`src/rtl/dsp_result_collector.sv`:
```
// dsp_result_collector: reader end of the DSP48A1 register/bypass pipeline.
// It tracks in-flight operand sets with a tag pipeline and captures each P
// result into a small FIFO exactly when it arrives. Results go downstream
// through a valid/ready handshake. Credit-based admission keeps results plus
// in-flight items within the FIFO depth, so the DSP pipeline can free-run
// with its clock enable held high and no result is ever dropped.

module dsp_result_collector #(
  parameter int LATENCY = 2,
  parameter int WIDTH   = 48,
  parameter int DEPTH   = 4
) (
  input  logic             CLK,
  input  logic             RST,
  input  logic             in_valid,
  output logic             in_ready,
  output logic             CE_OUT,
  input  logic [WIDTH-1:0] P_IN,
  output logic             out_valid,
  input  logic             out_ready,
  output logic [WIDTH-1:0] out_data,
  output logic [4:0]       occupancy
);

  localparam int            AW      = (DEPTH > 1) ? $clog2(DEPTH) : 1;
  localparam logic [4:0]    DEPTH_C = 5'(DEPTH);
  localparam logic [AW-1:0] PTR_ONE = AW'(1);

  logic [WIDTH-1:0] mem [DEPTH];
  logic [AW-1:0]    wr_ptr;
  logic [AW-1:0]    rd_ptr;
  logic [4:0]       fifo_count;
  logic [4:0]       inflight;
  logic             fire;
  logic             arrival;
  logic             push;
  logic             pop;

  // Credits come only from registered counts, never from out_ready, so a
  // pop frees a slot for admission from the following cycle onwards.
  assign occupancy = fifo_count + inflight;
  assign in_ready  = !RST && (occupancy < DEPTH_C);
  assign fire      = in_valid && in_ready;
  assign out_valid = !RST && (fifo_count != 5'd0);
  assign pop       = out_valid && out_ready;
  assign push      = arrival && !RST;
  assign CE_OUT    = !RST;
  assign out_data  = out_valid ? mem[rd_ptr] : '0;

  generate
    if (LATENCY == 0) begin : g_comb
      // P_IN is combinational from the DSP inputs: the result lands in the fire cycle.
      assign arrival = fire;
    end else begin : g_pipe
      logic [LATENCY-1:0] vld;

      // Tag shift register marking which pipeline stages hold a live result.
      always_ff @(posedge CLK) begin
        if (RST) begin
          vld <= '0;
        end else begin
          vld[0] <= fire;
          for (int k = 1; k < LATENCY; k++) begin
            vld[k] <= vld[k-1];
          end
        end
      end

      assign arrival = vld[LATENCY-1];
    end
  endgenerate

  // Pointer and count bookkeeping; pointers wrap naturally since DEPTH is a power of two.
  always_ff @(posedge CLK) begin
    if (RST) begin
      wr_ptr     <= '0;
      rd_ptr     <= '0;
      fifo_count <= '0;
      inflight   <= '0;
    end else begin
      if (push) begin
        wr_ptr <= wr_ptr + PTR_ONE;
      end
      if (pop) begin
        rd_ptr <= rd_ptr + PTR_ONE;
      end
      fifo_count <= fifo_count + 5'(push) - 5'(pop);
      inflight   <= inflight + 5'(fire) - 5'(arrival);
    end
  end

  // Result storage: P_IN is sampled only on an arrival, so idle-cycle junk never enters state.
  always_ff @(posedge CLK) begin
    if (push) begin
      mem[wr_ptr] <= P_IN;
    end
  end

  // Invariants that the credit scheme is meant to guarantee.
  always_ff @(posedge CLK) begin
    if (!RST) begin
      assert (!(push && !pop && (fifo_count == DEPTH_C)));
      assert (!(pop && (fifo_count == 5'd0)));
      assert (occupancy <= DEPTH_C);
    end
  end

endmodule

```
`config.mk`:
```
export PLATFORM = sky130hd
export DESIGN_NAME = dsp_result_collector
export DESIGN_NICKNAME = d
export VERILOG_FILES = /design/src/rtl/dsp_result_collector.sv
export SDC_FILE = /design/constraint.sdc
export NUM_CORES = 1
export LEC_CHECK = 0
export BUFFER_PORTS_ARGS = -buffer_cell sky130_fd_sc_hd__buf_2
export CAP_MARGIN = 20
export CORE_MARGIN = 4
export CORE_UTILIZATION = 31
export CTS_CLUSTER_DIAMETER = 60
export DETAILED_ROUTE_END_ITERATION = 8
export GPL_TIMING_DRIVEN = 0
export PLACE_DENSITY_LB_ADDON = 0.05
export SYNTH_ARGS = -nofsm -noshare
export SYNTH_HDL_FRONTEND = slang
export SYNTH_SLANG_ARGS = --single-unit
```
`constraint.sdc`:
```
create_clock -name CLK -period 4.2 [get_ports CLK]
set_clock_uncertainty 0.15 [all_clocks]
set_input_delay 0.63 -clock CLK [delete_from_list [all_inputs] [get_ports CLK]]
set_output_delay 0.63 -clock CLK [all_outputs]
set_load 0.1 [all_outputs]
```
==> results.py <==
metrics = {
    "placed_design": {
        "port_buffers": 107,
        "dp_hpwl_mm": 10.6,
        "post-place-ws_ns": 0.223,
        "routabilityCongestion": 0.686,
    },
    "sta": {
        "setup_ws_ns": 0.241,
        "finalMaxSlewViolations": 0,
        "setup_viol": 0,
        "hold_ws_ns": 0.183,
        "finalCritPeriodShare_pct": 94.3,
        "min_period_ns": 3.96,
        "hold_viol": 0,
        "timing.fmax_mhz": 253,
        "timing.slew.headroom_pct": 44.2,
        "rsz0062_at_grt": "no",
        "tightest_slew_ns": 0.836,
        "setup_tns_ns": 0,
    },
    "yosys": {
        "yosys_warnings": 0,
        "ys_types": 31,
        "synth_area_per_cell_sq_um": 19.6,
        "synth_area_leaders": "edfxtp_1, mux4_2, dfxtp_1",
        "yosys.area.top_type": "edfxtp_1",
        "synth_seq_area_share_pct": 73.4,
        "synth_cells": 426,
        "synth_top_cell_area_share_pct": 69.1,
        "synth-seq-cells": 210,
        "syn_area_sq_um": 8350,
        "synth_nets": 500,
    },
    "cts": {
        "cts_root_buf": "clkbuf_16",
        "clock_path_buffers": 3,
        "clk_latency_ns": 0.51,
        "cts_tree": "done",
        "numCtsBuffers": 26,
        "cts_num_sinks": 210,
        "cts_max_level": 1,
        "post-cts-setup-buffers": 0,
        "cts.clk_slew.worst_paths_ns": 0.06,
        "cts_hold_buffers": 0,
    },
    "global_routing": {
        "grt_pass1_wl_mm": 27.0,
        "grt_pass1_vias": 4652,
        "antenna_found_initial": 0,
        "grt_overflow": 0,
        "grt_usage_pct": 12.0,
        "grt_max_degree": 49,
    },
    "route": {
        "wirelength_mm": 17.7,
        "drtIter0Drc": 165,
        "antenna_left": 0,
        "dr.pass1.iters": 4,
        "post-route-drc-count": 0,
        "post_drt_wl_per_cell_um": 19.3,
        "routed_via_density": 4.53,
        "num_vias": 4145,
    },
    "run": {
        "drv_cap": 0,
    },
    "setup_path": {
        "crit_type": "register to register",
        "cp.arrival_ns": 4.18,
        "critPathLaunchType": "register",
        "cp_data_required_time_ns": 4.42,
        "crit_path_end_kind": "register",
        "path_max_fanout": 4,
    },
    "finish": {
        "final_common_cell": "edfxtp_1",
        "nets": 635,
        "n_fill_cell": 2451,
        "area_delta_synth_final_pct": 22.8,
        "drive_gt1_share_pct": 36.9,
        "final_cell_mix": "edfxtp_1, buf_2, mux4_2, and2_1, clkbuf_16",
        "final_core_util_pct": 39.0,
    },
    "run_status": {
        "outcome": "completed",
    },
    "power": {
        "leakagePower_nw": 3.60,
        "power.total_mw": 7.24,
        "ir_drop_mv": 1.34,
        "power_density_nw_per_um2": 707,
    },
    "die": {
        "fp.dieH_um": 172,
        "rows": 59,
        "top_level_ports": 108,
        "core_area_sq_um": 26300,
        "die-area_sq_um": 29600,
        "dieWidth_um": 172,
        "initial_utilization_pct": 31.8,
    },
    "worst_hold_path": {
        "worst_hold_path_type": "primary input to register",
    },
}
[metrics by stage]
step / cell area, sq um / std cells
floorplan: 8400 / 426
global placement: 9360 / 868
detailed placement: 9370 / 868
finish: 10200 / 916
CTS: 10200 / 915
global route: 10200 / 915
[timing repair]
item	in CTS	in global routing
pin swaps	0	0
resized for setup	1	1
setup endpoints to repair	10	1
[logic make-up after synthesis]
family	share of synthesized area, %
XOR/XNOR	1.05
flip-flops	73.4
adder cells (fa/ha/maj)	3.57
AND/OR/NAND/NOR	5.96
AO/OA/AOI/OAI	0.974
multiplexers	13.1
buffers and inverters	2.01
[per-layer routing]
metal / vias to the layer above / global-route usage, % / wire, um
li1: 1933 / - / -
met2: 92 / 21.3 / 9170
met1: 2091 / 15.1 / 7290
met3: 29 / 2.33 / 912
met4: 0 / 3.21 / 331
met5: - / 0 / 0
[registers in the layout, indices dropped and copies added, names as in the netlist, named ones only]
register    cells
fifo_count      5
g_pipe.vld      2
inflight        5
mem           192
rd_ptr          2
wr_ptr          2
[critical path, cell delays in order, from the launching register on]
cell	delay, ns
dfxtp_1	0.39
ha_1	0.19
inv_1	0.05
fa_1	0.42
nand2b_1	0.18
a21oi_2	0.24
xnor2_4	0.13
or4_1	0.56
ha_1	0.30
inv_1	0.06
ha_1	0.15
inv_1	0.06
fa_1	0.39
nor2b_1	0.17
o21ai_0	0.14
a21oi_1	0.17
nor3b_1	0.06
[final timing paths]
check / start / end / slack (ns) / depth (start not counted)
setup / recovery: fifo_count[0] / inflight[4] / 0.24 / 16
hold / removal: P_IN[13] / mem[2][13] / 0.18 / 1
setup reg to reg: fifo_count[0] / inflight[4] / 0.24 / 16
hold reg to reg: g_pipe.vld[0] / g_pipe.vld[1] / 0.30 / 1
[cells in the mapped netlist]
library cell  instances
buf_1                 1
mux2i_1               1
nor4_1                2
inv_1                21
clkbuf_1              8
a21o_1                3
nor2_1               11
o21ai_0               1
ha_1                 19
nor3b_1               3
buf_6                 2
mux4_2               48
buf_4                 1
a211oi_1              1
dfxtp_1              18
buf_2                 5
nand2_1               1
nor3_1                2
nor2b_1               8
a31o_2                1
nor4b_1               1
and2_1               52
a21oi_1               6
nand3_1               2
edfxtp_1            192
xor2_1                3
fa_1                  3
or4_1                 1
o21bai_1              1
xnor2_1               7
nand2b_1              1
[power breakdown]
part | internal (mW) | switching [mW] | leakage (nW)
Combinational | 0.624 | 1.98 | 1.30
Clock | 1.41 | 0.814 | 0.420
Sequential | 2.36 | 0.0569 | 1.87
[layout make-up]
class / instances / area, sq um / share of cell area, %
antenna: 1 / 2.50 / 0.0244
buffer: 17 / 90.1 / 0.879
clock buffer: 36 / 739 / 7.21
clock inverter: 11 / 139 / 1.35
inverter: 21 / 78.8 / 0.769
multi-input combinational: 178 / 2120 / 20.7
sequential: 210 / 6130 / 59.8
tap: 335 / 419 / 4.09
timing repair buffer: 107 / 536 / 5.22
(Power assumes the default switching activity.)
